--- src/rtl/fft_arb_pkg.sv ---
// Shared types and defaults for the FFT frame arbiter: FSM state encoding,
// size defaults and the requester-id width helper.
package fft_arb_pkg;

    typedef enum logic [1:0] {
        ST_IDLE   = 2'd0,
        ST_STREAM = 2'd1,
        ST_PAD    = 2'd2
    } arb_state_e;

    localparam int FRAME_LEN_DEF = 16;
    localparam int DW_DEF        = 16;

    // A single requester still needs a 1-bit id field.
    function automatic int id_width(input int n);
        return (n > 1) ? $clog2(n) : 1;
    endfunction

endpackage

--- src/rtl/fft_tag_fifo.sv ---
// Synchronous tag FIFO recording which requester owns each frame inside the FFT.
// Simultaneous push and pop both take effect, including push while full.
module fft_tag_fifo #(
    parameter int DEPTH = 4,
    parameter int W     = 1,
    localparam int CW   = $clog2(DEPTH + 1),
    localparam int PW   = (DEPTH > 1) ? $clog2(DEPTH) : 1
) (
    input  logic          clk,
    input  logic          reset,
    input  logic          push,
    input  logic [W-1:0]  din,
    input  logic          pop,
    output logic [W-1:0]  dout,
    output logic          full,
    output logic          empty,
    output logic [CW-1:0] count
);

    logic [W-1:0]  mem_q [DEPTH];
    logic [PW-1:0] wr_q, wr_d, rd_q, rd_d;
    logic [CW-1:0] cnt_q, cnt_d;
    logic          do_push, do_pop;

    always_comb begin
        // NOTE: every variable gets a default before any branch so no latch is inferred.
        wr_d    = wr_q;
        rd_d    = rd_q;
        cnt_d   = cnt_q;
        do_pop  = pop && (cnt_q != '0);
        do_push = push && ((cnt_q != CW'(DEPTH)) || do_pop);
        if (do_push) wr_d = (wr_q == PW'(DEPTH - 1)) ? '0 : wr_q + 1'b1;
        if (do_pop)  rd_d = (rd_q == PW'(DEPTH - 1)) ? '0 : rd_q + 1'b1;
        case ({do_push, do_pop})
            2'b10:   cnt_d = cnt_q + 1'b1;
            2'b01:   cnt_d = cnt_q - 1'b1;
            default: cnt_d = cnt_q;
        endcase
    end

    always_ff @(posedge clk or posedge reset) begin
        // NOTE: sequential state uses non-blocking assignments so all flops update together.
        if (reset) begin
            wr_q  <= '0;
            rd_q  <= '0;
            cnt_q <= '0;
        end else begin
            wr_q  <= wr_d;
            rd_q  <= rd_d;
            cnt_q <= cnt_d;
        end
    end

    // NOTE: storage is not reset; the pointers and count alone define which entries are valid.
    always_ff @(posedge clk) begin
        if (do_push) mem_q[wr_q] <= din;
    end

    assign dout  = mem_q[rd_q];
    assign full  = (cnt_q == CW'(DEPTH));
    assign empty = (cnt_q == '0);
    assign count = cnt_q;

endmodule

--- src/rtl/fft_frame_arbiter.sv ---
// Shares one FFT core between NREQ streaming requesters, one whole frame per grant,
// and labels returning FFT frames with owner id. Macro FFT_ARB_WATCHDOG_EN adds a stall watchdog.
module fft_frame_arbiter
    import fft_arb_pkg::*;
#(
    parameter int NREQ      = 2,
    parameter int FRAME_LEN = FRAME_LEN_DEF,
    parameter int DW        = DW_DEF,
    parameter int TAG_DEPTH = 4
`ifdef FFT_ARB_WATCHDOG_EN
    , parameter int WD_CYCLES = 64
`endif
) (
    input  logic                        clk,
    input  logic                        reset,
    input  logic [NREQ-1:0]             req_push,
    input  logic [NREQ*DW-1:0]          req_real,
    input  logic [NREQ*DW-1:0]          req_imag,
    output logic [NREQ-1:0]             req_stall,
    output logic                        fft_push,
    output logic [DW-1:0]               fft_real,
    output logic [DW-1:0]               fft_imag,
    input  logic                        fft_stall,
    input  logic                        fft_out_push,
    input  logic [DW-1:0]               fft_out_real,
    input  logic [DW-1:0]               fft_out_imag,
    output logic                        fft_out_stall,
    output logic                        out_push,
    output logic [DW-1:0]               out_real,
    output logic [DW-1:0]               out_imag,
    output logic [id_width(NREQ)-1:0]   out_id,
    output logic                        out_last,
    input  logic                        out_stall,
    output logic                        busy,
`ifdef FFT_ARB_WATCHDOG_EN
    output logic                        err_timeout,
`endif
    output logic                        err_orphan
);

    localparam int ID_W = id_width(NREQ);
    localparam int SC_W = $clog2(FRAME_LEN);
    localparam int TC_W = $clog2(TAG_DEPTH + 1);
    localparam logic [SC_W-1:0] SC_LAST = SC_W'(FRAME_LEN - 1);

    arb_state_e      state_q, state_d;
    logic [ID_W-1:0] grant_q, grant_d, last_grant_q, last_grant_d;
    logic [SC_W-1:0] scnt_q, scnt_d, ocnt_q, ocnt_d;
    logic            err_orphan_q, err_orphan_d;

    logic            tag_push, tag_pop, tag_full, tag_empty;
    logic [ID_W-1:0] tag_head;
    logic [TC_W-1:0] tag_count;

    logic            pick_found;
    logic [ID_W-1:0] pick;
    logic            sel_push;
    logic [DW-1:0]   sel_real, sel_imag;
    logic            out_acc;

`ifdef FFT_ARB_WATCHDOG_EN
    localparam int WD_W = $clog2(WD_CYCLES + 1);
    logic [WD_W-1:0] idle_q, idle_d;
    logic            err_timeout_q, err_timeout_d;
`endif

    // Round-robin: first pushing requester strictly after last_grant, then wrap around.
    always_comb begin
        pick_found = 1'b0;
        pick       = last_grant_q;
        for (int i = 0; i < NREQ; i++) begin
            if (!pick_found && req_push[i] && (i > int'(last_grant_q))) begin
                pick_found = 1'b1;
                pick       = ID_W'(i);
            end
        end
        for (int i = 0; i < NREQ; i++) begin
            if (!pick_found && req_push[i] && (i <= int'(last_grant_q))) begin
                pick_found = 1'b1;
                pick       = ID_W'(i);
            end
        end
    end

    always_comb begin
        sel_push = 1'b0;
        sel_real = '0;
        sel_imag = '0;
        for (int i = 0; i < NREQ; i++) begin
            if (grant_q == ID_W'(i)) begin
                sel_push = req_push[i];
                sel_real = req_real[i*DW +: DW];
                sel_imag = req_imag[i*DW +: DW];
            end
        end
    end

    always_comb begin
        state_d      = state_q;
        grant_d      = grant_q;
        last_grant_d = last_grant_q;
        scnt_d       = scnt_q;
        req_stall    = '1;
        fft_push     = 1'b0;
        fft_real     = '0;
        fft_imag     = '0;
        tag_push     = 1'b0;
`ifdef FFT_ARB_WATCHDOG_EN
        idle_d        = idle_q;
        err_timeout_d = err_timeout_q;
`endif
        case (state_q)
            ST_IDLE: begin
                if (pick_found && !tag_full) begin
                    grant_d = pick;
                    state_d = ST_STREAM;
                end
            end
            ST_STREAM: begin
                fft_push = sel_push;
                fft_real = sel_real;
                fft_imag = sel_imag;
                for (int i = 0; i < NREQ; i++) begin
                    if (grant_q == ID_W'(i)) req_stall[i] = fft_stall;
                end
                if (sel_push && !fft_stall) begin
                    scnt_d = scnt_q + 1'b1;
`ifdef FFT_ARB_WATCHDOG_EN
                    idle_d = '0;
`endif
                    if (scnt_q == SC_LAST) begin
                        tag_push     = 1'b1;
                        last_grant_d = grant_q;
                        state_d      = ST_IDLE;
                    end
                end
`ifdef FFT_ARB_WATCHDOG_EN
                else if (!sel_push) begin
                    if (idle_q == WD_W'(WD_CYCLES - 1)) begin
                        idle_d        = '0;
                        err_timeout_d = 1'b1;
                        state_d       = ST_PAD;
                    end else begin
                        idle_d = idle_q + 1'b1;
                    end
                end
`endif
            end
`ifdef FFT_ARB_WATCHDOG_EN
            // Finish the abandoned frame with zero samples so the FFT stays frame-aligned.
            ST_PAD: begin
                fft_push = 1'b1;
                if (!fft_stall) begin
                    scnt_d = scnt_q + 1'b1;
                    if (scnt_q == SC_LAST) begin
                        tag_push     = 1'b1;
                        last_grant_d = grant_q;
                        state_d      = ST_IDLE;
                    end
                end
            end
`endif
            default: state_d = ST_IDLE;
        endcase
    end

    // Output samples are only labelled while a tag is present; orphans are swallowed.
    always_comb begin
        out_push      = fft_out_push && !tag_empty;
        fft_out_stall = out_stall && !tag_empty;
        out_real      = fft_out_real;
        out_imag      = fft_out_imag;
        out_id        = tag_head;
        out_last      = (ocnt_q == SC_LAST);
        out_acc       = out_push && !out_stall;
        tag_pop       = out_acc && out_last;
        ocnt_d        = out_acc ? ocnt_q + 1'b1 : ocnt_q;
        err_orphan_d  = err_orphan_q || (fft_out_push && tag_empty);
        busy          = (state_q != ST_IDLE) || (tag_count != '0);
    end

    always_ff @(posedge clk or posedge reset) begin
        if (reset) begin
            state_q      <= ST_IDLE;
            grant_q      <= '0;
            last_grant_q <= ID_W'(NREQ - 1);
            scnt_q       <= '0;
            ocnt_q       <= '0;
            err_orphan_q <= 1'b0;
`ifdef FFT_ARB_WATCHDOG_EN
            idle_q        <= '0;
            err_timeout_q <= 1'b0;
`endif
        end else begin
            state_q      <= state_d;
            grant_q      <= grant_d;
            last_grant_q <= last_grant_d;
            scnt_q       <= scnt_d;
            ocnt_q       <= ocnt_d;
            err_orphan_q <= err_orphan_d;
`ifdef FFT_ARB_WATCHDOG_EN
            idle_q        <= idle_d;
            err_timeout_q <= err_timeout_d;
`endif
        end
    end

    fft_tag_fifo #(
        .DEPTH (TAG_DEPTH),
        .W     (ID_W)
    ) u_tag_fifo (
        .clk   (clk),
        .reset (reset),
        .push  (tag_push),
        .din   (grant_q),
        .pop   (tag_pop),
        .dout  (tag_head),
        .full  (tag_full),
        .empty (tag_empty),
        .count (tag_count)
    );

    assign err_orphan = err_orphan_q;
`ifdef FFT_ARB_WATCHDOG_EN
    assign err_timeout = err_timeout_q;
`endif

endmodule

--- config.mk ---
export PLATFORM = sky130hd
export DESIGN_NAME = fft_frame_arbiter
export DESIGN_NICKNAME = d
export VERILOG_FILES = /design/src/rtl/fft_arb_pkg.sv /design/src/rtl/fft_tag_fifo.sv /design/src/rtl/fft_frame_arbiter.sv
export SDC_FILE = /design/constraint.sdc
export NUM_CORES = 1
export LEC_CHECK = 0
export ABC_AREA = 1
export BUFFER_PORTS_ARGS = -buffer_cell sky130_fd_sc_hd__buf_2
export CELL_PAD_IN_SITES_DETAIL_PLACEMENT = 2
export CELL_PAD_IN_SITES_GLOBAL_PLACEMENT = 2
export CORE_UTILIZATION = 17
export CTS_CLUSTER_DIAMETER = 200
export DETAILED_ROUTE_END_ITERATION = 10
export MAX_ROUTING_LAYER = met4
export PLACE_DENSITY_LB_ADDON = 0.1
export SYNTH_ARGS = -nofsm -noshare
export SYNTH_HDL_FRONTEND = slang
export SYNTH_SLANG_ARGS = --single-unit
--- constraint.sdc ---
create_clock -name clk -period 2 [get_ports clk]
set_input_delay 0.2 -clock clk [delete_from_list [all_inputs] [get_ports clk]]
set_output_delay 0.2 -clock clk [all_outputs]
set_load 0.03 [all_outputs]
==> results.md, run 1 <==
* Worst-path fanout max at 6
* RR Endpoint: u_tag_fifo.count[2]$_DFFE_PP0P_
* Commonest non-fill, non-tap cell in the layout: buf_2
* Largest area contributor in the netlist: dfrtp_1
* Post-synthesis cell count at 209
* Unrepaired setup endpoints after global routing: false
* Max cap viols at 0
* Worst slew margin at 0.759
* EDFF count, synth at 4
* Period utilization at 0.912
* CTS Buf Count at 3
* Setup_tns at 0 ps
* Initial Util at 0.175
* Max VDD drop at 0.509 mV
* Synth top area share at 0.250
* 1st-iter DRT viols at 84
* WP data arrival at 1990 ps
* Endpoints failing setup at 0
* Root Buffer: clkbuf_8
* Detailed placer's ending HPWL at 4.66 mm
* Netlist cell types at 33
* Die area at 11000 µm²
* Worst-Skew Late Latency at 270 ps
* Largest net degree at the start of global routing at 34
* Leakage at 1.24 nW
* Crit end category: flip-flop
* Worst r2r src: ocnt_q[1]$_DFFE_PP0N_
* GP Congestion at 0.702
* Clock share of power at 0.084
* Reg2reg path depth at 11
* # IOs at 176
* WS Path Type: reg2reg
* Post-CTS Setup Inserts at 0
* Gr usage total at 0.107
* CORE AREA at 10300 µm²
* First-pass GRT wire length at 9.32 mm
* Pwr Density at 1500 nW/µm²
* Initial antenna violation count at 0
* Synth Area per Inst at 8.63 µm²
* Reg2reg setup slack at 180 ps
* Yosys warns at 0
* Vias/cell at 4.03
* Layout overhead on the synthesized area at 31.1%
* Ant. Diodes at 0
* Skew final at 6.91 ps
* Fraction of registers with async set/reset at 0.826
* DRT antenna net count at 0
* Fin nets at 402
* Logic pwr share at 0.686
* CTS tree: done
* # DRC at 0
* Die height at 105 µm
* Max Freq at 548 MHz
* Pint at 1.64 mW
* Hold slack at 249 ps
* Mapped Area at 1800 µm²
* Chip Width at 105 µm
* DRT Wirelength at 5.71 mm
* Largest cells by area after synthesis: dfrtp_1, a22o_1, buf_4, edfxtp_1, nand2_1
* Mean routed wirelength per cell at 13.4 µm
* Clock Sinks at 23
* Syn Nets at 320
* Critical path launch point type: flip-flop
* Hold Path Depth at 3
* Tightest Pin Transition at 362 ps
* Clock buffer depth at 2
* Seq pwr share at 0.230
* Seq/Total Area, Yosys at 0.331
* Critical Path RT at 2170 ps
* H-tree level count at 1
* Fin. Hold Viols at 0
* CTS resizes at 0
* Vias in the first global route at 1798
* Synth Register Bits at 23
* Cts hold-fix bufs at 1
* Top FF cell, synth: dfrtp_1
* Fin crit period at 1820 ps
* Psw at 1.90 mW
* Drt first pass iters at 3
* Hold path startpoint: req_push[1]
* Slew Viols, Final at 0
* PortBufs at 111
* Crit path from: ocnt_q[1]$_DFFE_PP0N_
* Via count at 1717
* Clk slew on worst S/H paths at 90 ps
* FP Rows at 37
* Share of cells above drive strength 1 at 0.459
* Most frequent cells in the layout: buf_2, a22o_1, nand2_1, inv_1, dfrtp_1
* Net Sw Frac at 0.537
* Hold path endpoint: grant_q$_DFFE_PP0P_
* Grt ovf at 0
* Final Util at 0.229
* Worst hold path type: in2reg
* Status: finished, final reports clean
[Yosys cell counts (3+ instances only)]
master    number
xor2_1         3
nor2_2         3
a22o_1        32
ha_1           7
buf_2          3
nand2_1       29
nand3_1        3
xnor2_1        3
o21ai_0        8
dfrtp_1       18
nor2_1        12
buf_4         32
edfxtp_1       4
inv_1         25
nand4_1        3
[kinds of logic (layout without fill, tap and decap cells)]
group / Yosys count / after routing / share of synthesized area
AOI/OAI and AO/OA: 47 / 47 / 0.201
xor gates and xnor gates: 6 / 6 / 0.0291
adders and majority gates: 8 / 8 / 0.0596
buffers and inverters: 65 / 146 / 0.205
DFF: 23 / 23 / 0.331
muxes: 1 / 1 / 0.00624
and+or+nand+nor: 59 / 59 / 0.168
[final cells by class]
| class | count | area, µm² |
|---|---|---|
| clock buffers | 4 | 45.0 |
| fillers | 1225 | 7960 |
| inverters | 27 | 104 |
| multi-input cells | 121 | 837 |
| flip-flops and latches | 23 | 597 |
| well taps | 136 | 170 |
| repair buffers | 115 | 613 |
[worst max-delay path by stage]
stage                                            to  slack, ps  cells after the start
floorplan           u_tag_fifo.count[1]$_DFFE_PP0P_         40                     10
global placement    u_tag_fifo.count[1]$_DFFE_PP0P_        210                     11
detailed placement  u_tag_fifo.count[2]$_DFFE_PP0P_        150                     12
CTS                 u_tag_fifo.count[2]$_DFFE_PP0P_        140                     11
global route        u_tag_fifo.count[2]$_DFFE_PP0P_         40                     11
finish              u_tag_fifo.count[2]$_DFFE_PP0P_        180                     11
[worst max-delay path, stage by stage, from the launching register on]
cell and delay (ps):
dfrtp_1 380, ha_1 150, inv_1 50, nor2_2 130
inv_1 80, nor2_4 200, nand2_4 90, fa_1 380
nand2_1 100, nand2_1 60, nand2_1 60, nand2_1 40
[through the flow]
stage          instance area [µm²]  cells  setup slack, ps  total power, mW
2_1_floorplan                 1800    209             41.7             2.65
3_3_place_gp                  2310    421              213             3.29
3_5_place_dp                  2310    421              149             3.30
4_1_cts                       2370    426              138             3.62
5_1_grt                       2370    426             42.0             3.81
6_report                      2370    426              177             3.54
[registers in the layout, indices dropped and copies added (netlist names)]
signal,cells
u_tag_fifo.mem_q,4
u_tag_fifo.count,3
u_tag_fifo.wr_q,2
last_grant_q,1
grant_q,1
u_tag_fifo.rd_q,2
scnt_q,4
err_orphan,1
ocnt_q,4
state_q,1
[power by group through the flow]
stage | Combinational, mW | Clock (mW) | Sequential [mW]
after floorplan | 1.85 | 0 | 0.801
after global placement | 2.47 | 0 | 0.823
after detailed placement | 2.47 | 0 | 0.828
after CTS | 2.48 | 0.323 | 0.819
after global routing | 2.64 | 0.333 | 0.838
final | 2.43 | 0.298 | 0.813
[metal layers]
layer | vias up | part of all wire | track usage
met2 | 72 | 0.49 | 0.184
met5 | - | 0 | -
met3 | 10 | 0.067 | 0.0225
li1 | 833 | - | -
met1 | 802 | 0.43 | 0.124
met4 | 0 | 0.011 | 0.0362
Power figures use the tool's default switching activity.
==> run 2, diff against run 1 <==
--- a/config.mk
+++ b/config.mk
@@ -9,6 +9,7 @@
 export BUFFER_PORTS_ARGS = -buffer_cell sky130_fd_sc_hd__buf_2
 export CELL_PAD_IN_SITES_DETAIL_PLACEMENT = 2
 export CELL_PAD_IN_SITES_GLOBAL_PLACEMENT = 2
+export CORE_ASPECT_RATIO = 1.5
 export CORE_UTILIZATION = 17
 export CTS_CLUSTER_DIAMETER = 200
 export DETAILED_ROUTE_END_ITERATION = 10
==> results.md, run 2 (same netlist as run 1, synthesis figures left out) <==
* Chip Width at 86.1 µm (-18%)
* # DRC at 0 (unchanged)
* CP peak stage delay at 460 ps (+80 ps)
* WP data arrival at 1630 ps (-360 ps)
* Vias in the first global route at 1869 (+3.9%)
* Clock buffer depth at 2 (unchanged)
* Clock Sinks at 23 (unchanged)
* CORE AREA at 10200 µm² (-0.74%)
* Critical path launch point type: flip-flop
* Hold slack at 75.5 ps (-174 ps)
* Period utilization at 0.915 (+0.00359)
* Skew final at 5.28 ps (-1.62 ps)
* Ant. Diodes at 0 (unchanged)
* Die height at 128 µm (+22%)
* Clk slew on worst S/H paths at 60 ps (-30 ps)
* Grt ovf at 0 (unchanged)
* FP Rows at 45 (+22%)
* First-pass GRT wire length at 9.33 mm (+0.14%)
* # IOs at 176 (unchanged)
* Worst-Skew Late Latency at 260 ps (about the same)
* Unrepaired setup endpoints after global routing: false
* CTS Buf Count at 3 (unchanged)
* CP cell instances: inv_1, nor2_4, buf_12, a22o_1, buf_2
* Root Buffer: clkbuf_16
* Cts hold-fix bufs at 0 (-1)
* Tightest Pin Transition at 787 ps (+425 ps)
* Commonest non-fill, non-tap cell in the layout: buf_2
* 1st-iter DRT viols at 33 (-61%)
* Drt first pass iters at 4 (+1)
* Max VDD drop at 0.342 mV (-33%)
* Fin nets at 402 (unchanged)
* Max Freq at 546 MHz (-0.39%)
* Critical Path RT at 1800 ps (-370 ps)
* CTS tree: done
* Crit end category: output pin
* Initial Util at 0.176 (+0.00130)
* H-tree level count at 1 (unchanged)
* Largest net degree at the start of global routing at 34 (unchanged)
* Crit path from: state_q[0]$_DFFE_PP0P_
* Fin crit period at 1830 ps (+7.17 ps)
* DRT Wirelength at 6.00 mm (+5.1%)
* PortBufs at 111 (unchanged)
* Largest registers: ocnt_q x4, scnt_q x4, u_tag_fifo.mem_q x4
* Max cap viols at 0 (unchanged)
* Slew Viols, Final at 0 (unchanged)
* DRT antenna net count at 0 (unchanged)
* WS Path Type: reg2out
* Vias/cell at 4.06 (+0.62%)
* Detailed placer's ending HPWL at 5.13 mm (+10%)
* Gr usage total at 0.112 (+0.00483)
* Endpoints failing setup at 0 (unchanged)
* Pwr Density at 1550 nW/µm² (+3.6%)
* Mean routed wirelength per cell at 13.9 µm (+3.9%)
* Worst slew margin at 0.475 (-0.284)
* Worst hold path type: in2async
* Setup_tns at 0 ps (unchanged)
* Slowest CP cell: dfrtp_1
* Via count at 1748 (+1.8%)
* GP Congestion at 0.726 (+3.5%)
* Final Util at 0.236 (+0.00635)
* Leakage at 1.26 nW (+1.3%)
* Fin. Hold Viols at 0 (unchanged)
* Initial antenna violation count at 0 (unchanged)
* Status: finished, final reports clean
* Worst r2r src: scnt_q[0]$_DFFE_PP0P_
* Die area at 11000 µm² (about the same)
* Share of cells above drive strength 1 at 0.469 (+0.0103)
* Layout overhead on the synthesized area at 33.8%
* Worst-path fanout max at 22 (+16)
* Most frequent cells in the layout: buf_2, a22o_1, nand2_1, inv_1, dfrtp_1
[run 2: worst paths after layout]
check | end | depth (start not counted) | slack, ps
worst max-delay path | fft_real[10] | 5 | 170
worst min-delay path | ocnt_q[3]$_DFFE_PP0N_ | 2 | 80
worst max register to register | u_tag_fifo.count[2]$_DFFE_PP0P_ | 10 | 210
worst min register to register | ocnt_q[3]$_DFFE_PP0N_ | 1 | 470
max in group asynchronous | grant_q$_DFFE_PP0P_ | 2 | 1380
min in group clk | grant_q$_DFFE_PP0P_ | 3 | 250
[run 2: critical path: cells and delay by family (launching register included)]
family,cells,cell delay [ps]
AOI/OAI and AO/OA,1,130
and+or+nand+nor,1,210
DFF,1,460
buffers and inverters,3,560
[run 2: stage by stage]
stage	total power, mW	std cells	worst slack, ps	area (µm²)
after floorplan	2.65	209	41.7	1800
after global placement	3.35	426	215	2320
after detailed placement	3.35	426	122	2320
after CTS	3.82	430	2.24	2400
after global routing	4.04	431	5.77	2410
final	3.74	431	169	2410
[run 2: final cells by class]
type / count / area, µm²
Sequential cell: 23 / 598
Clock inverter: 1 / 7.51
Multi-Input combinational cell: 121 / 842
Inverter: 27 / 104
Fill cell: 1240 / 7830
Timing Repair Buffer: 115 / 611
Clock buffer: 3 / 75.1
Tap cell: 141 / 176
[run 2: routing by layer]
| metal | up-vias | part of all wire | global-route usage |
|---|---|---|---|
| met3 | 11 | 0.088 | 0.0180 |
| li1 | 833 | - | - |
| met5 | - | 0 | - |
| met4 | 0 | 0.018 | 0.0461 |
| met2 | 90 | 0.55 | 0.218 |
| met1 | 814 | 0.35 | 0.106 |
[run 2: power by group]
part	switching, mW	internal, mW	leakage, nW
clock	0.177	0.271	0.0371
combinational	1.61	0.857	0.971
sequential	0.163	0.661	0.251
[run 2: what timing repair did]
action | CTS | global route
endpoints found under the setup margin | 0 | 30
setup buffers | 0 | 1
gates resized for setup | 0 | 2
==> run 3, diff against run 2 <==
--- a/config.mk
+++ b/config.mk
@@ -15,6 +15,7 @@
 export DETAILED_ROUTE_END_ITERATION = 10
 export MAX_ROUTING_LAYER = met4
 export PLACE_DENSITY_LB_ADDON = 0.1
+export RECOVER_POWER = 100
 export SYNTH_ARGS = -nofsm -noshare
 export SYNTH_HDL_FRONTEND = slang
 export SYNTH_SLANG_ARGS = --single-unit
==> results.md, run 3 (same netlist as run 1, synthesis figures left out) <==
* Tightest Pin Transition at 787 ps (+0.316 ps)
* CTS Buf Count at 3 (unchanged)
* Die area at 11000 µm² (unchanged)
* Period utilization at 0.918 (+0.00234)
* Layout overhead on the synthesized area at 32.7%
* Chip Width at 86.1 µm (unchanged)
* Critical Path RT at 1800 ps (about the same)
* Slew Viols, Final at 0 (unchanged)
* Endpoints failing setup at 0 (unchanged)
* Gr usage total at 0.112 (unchanged)
* Setup_tns at 0 ps (unchanged)
* Clock buffer depth at 2 (unchanged)
* PortBufs at 111 (unchanged)
* Clk slew on worst S/H paths at 60 ps (about the same)
* Largest registers: ocnt_q x4, scnt_q x4, u_tag_fifo.mem_q x4
* DRT antenna net count at 0 (unchanged)
* Net Sw Frac at 0.525 (+0.00349)
* Status: finished, final reports clean
* Seq pwr share at 0.221 (about the same)
* Fin. Hold Viols at 0 (unchanged)
* WS Path Type: reg2out
* Fin nets at 402 (unchanged)
* GP Congestion at 0.726 (unchanged)
* # IOs at 176 (unchanged)
* FP Rows at 45 (unchanged)
* Reg2reg path depth at 10 (unchanged)
* Initial Util at 0.176 (unchanged)
* Clock Sinks at 23 (unchanged)
* Vias/cell at 4.06 (+0.17%)
* Grt ovf at 0 (unchanged)
* Worst-path fanout max at 7 (-68%)
* Initial antenna violation count at 0 (unchanged)
* First-pass GRT wire length at 9.33 mm (unchanged)
* # DRC at 0 (unchanged)
* Pint at 1.76 mW (-1.4%)
* Most frequent cells in the layout: buf_2, a22o_1, nand2_1, inv_1, clkbuf_2
* Skew final at 5.22 ps (-0.0657 ps)
* Worst-Skew Late Latency at 260 ps (about the same)
* Logic pwr share at 0.658 (-0.002)
* Drt first pass iters at 4 (unchanged)
* Ant. Diodes at 0 (unchanged)
* Die height at 128 µm (unchanged)
* Post-route cell area at 2390 µm² (-0.78%)
* Psw at 1.95 mW (about the same)
* Max Freq at 545 MHz (-0.25%)
* Clock share of power at 0.121 (about the same)
* WP data arrival at 1640 ps (about the same)
* DRT Wirelength at 5.98 mm (-0.23%)
* Max VDD drop at 0.327 mV (-4.6%)
* RR Endpoint: u_tag_fifo.count[2]$_DFFE_PP0P_
* Commonest non-fill, non-tap cell in the layout: buf_2
* Largest net degree at the start of global routing at 34 (unchanged)
* Crit end category: output pin
* 1st-iter DRT viols at 35 (+6.1%)
* Via count at 1751 (+0.17%)
* Fin crit period at 1840 ps (+4.68 ps)
* Root Buffer: clkbuf_16
* Placed inst area at 2320 µm² (unchanged)
* Unrepaired setup endpoints after global routing: false
* Leakage at 1.23 nW (-2.1%)
* Vias in the first global route at 1869 (unchanged)
* Critical path launch point type: flip-flop
* Detailed placer's ending HPWL at 5.13 mm (unchanged)
* Reg2reg setup slack at 210 ps (about the same)
* CORE AREA at 10200 µm² (unchanged)
* H-tree level count at 1 (unchanged)
* CTS tree: done
* Max cap viols at 0 (unchanged)
* Share of cells above drive strength 1 at 0.431 (-0.0379)
* Worst slew margin at 0.475 (about the same)
* Worst hold path type: in2async
* Cts hold-fix bufs at 0 (unchanged)
* Worst r2r src: scnt_q[0]$_DFFE_PP0P_
* Mean routed wirelength per cell at 13.9 µm (-0.23%)
* Pwr Density at 1550 nW/µm² (about the same)
## run 3: cell count changes in the layout (fill, tap and decap cells not counted)
cell and delta:
clkbuf_1 +9, buf_2 -33, clkbuf_2 +25, o21ai_1 -1
buf_4 -1, o21ai_0 +1, nand2_2 -1, nand2_1 +1
nor2_2 -1, nor2_1 +1
## run 3: per-stage QoR
step                      total power [mW]  worst slack, ps  utilization  std cells  hold slack, ps
after global placement                3.35              215        0.226        426             397
after floorplan                       2.65             41.7            -        209             150
after CTS                             3.82             2.24        0.234        430             119
after global routing                  4.02             5.77        0.234        431             156
after detailed placement              3.35              122        0.226        426             400
final                                 3.71              165        0.234        431            75.6
## run 3: layer usage
layer,wire [µm],share of wire,GRT usage
met3,528,0.088,0.0180
met2,3290,0.55,0.218
met4,108,0.018,0.0461
met5,0,0,-
met1,2060,0.34,0.106
## run 3: critical path, cell delays in order (launching register included)
cell      delay (ps)
dfrtp_1          460
inv_1            170
nor2_4           210
buf_4            190
a22o_1           140
clkbuf_2         200
## run 3: power by group through the flow
stage               Combinational (mW)  Clock, mW  Sequential, mW
finish                            2.44      0.449           0.820
global route                      2.68      0.488           0.853
CTS                               2.53      0.470           0.823
detailed placement                2.52          0           0.830
global placement                  2.52          0           0.825
floorplan                         1.85          0           0.801
## run 3: repair_timing
action,4_1_cts,5_1_grt
gates resized for setup,0,2
setup endpoints to repair,0,30
endpoints found under the hold margin,0,0
setup buffers,0,1
## run 3: layout make-up
cell class / count / area (µm²)
fill: 1248 / 7850
multi-input combinational: 121 / 837
sequential: 23 / 598
timing repair buffer: 115 / 597
tap: 141 / 176
inverter: 27 / 104
clock buffer: 3 / 75.1
clock inverter: 1 / 7.51
## run 3: worst max-delay path by stage
stage,from,cells past startpoint,slack (ps),end
finish,state_q[0]$_DFFE_PP0P_,5,160,fft_imag[2]
global route,state_q[0]$_DFFE_PP0P_,5,6,fft_real[10]
CTS,state_q[0]$_DFFE_PP0P_,5,2,fft_imag[2]
detailed placement,ocnt_q[1]$_DFFE_PP0N_,11,120,u_tag_fifo.count[2]$_DFFE_PP0P_
global placement,ocnt_q[1]$_DFFE_PP0N_,10,210,u_tag_fifo.count[1]$_DFFE_PP0P_
floorplan,ocnt_q[1]$_DFFE_PP0N_,10,40,u_tag_fifo.count[1]$_DFFE_PP0P_
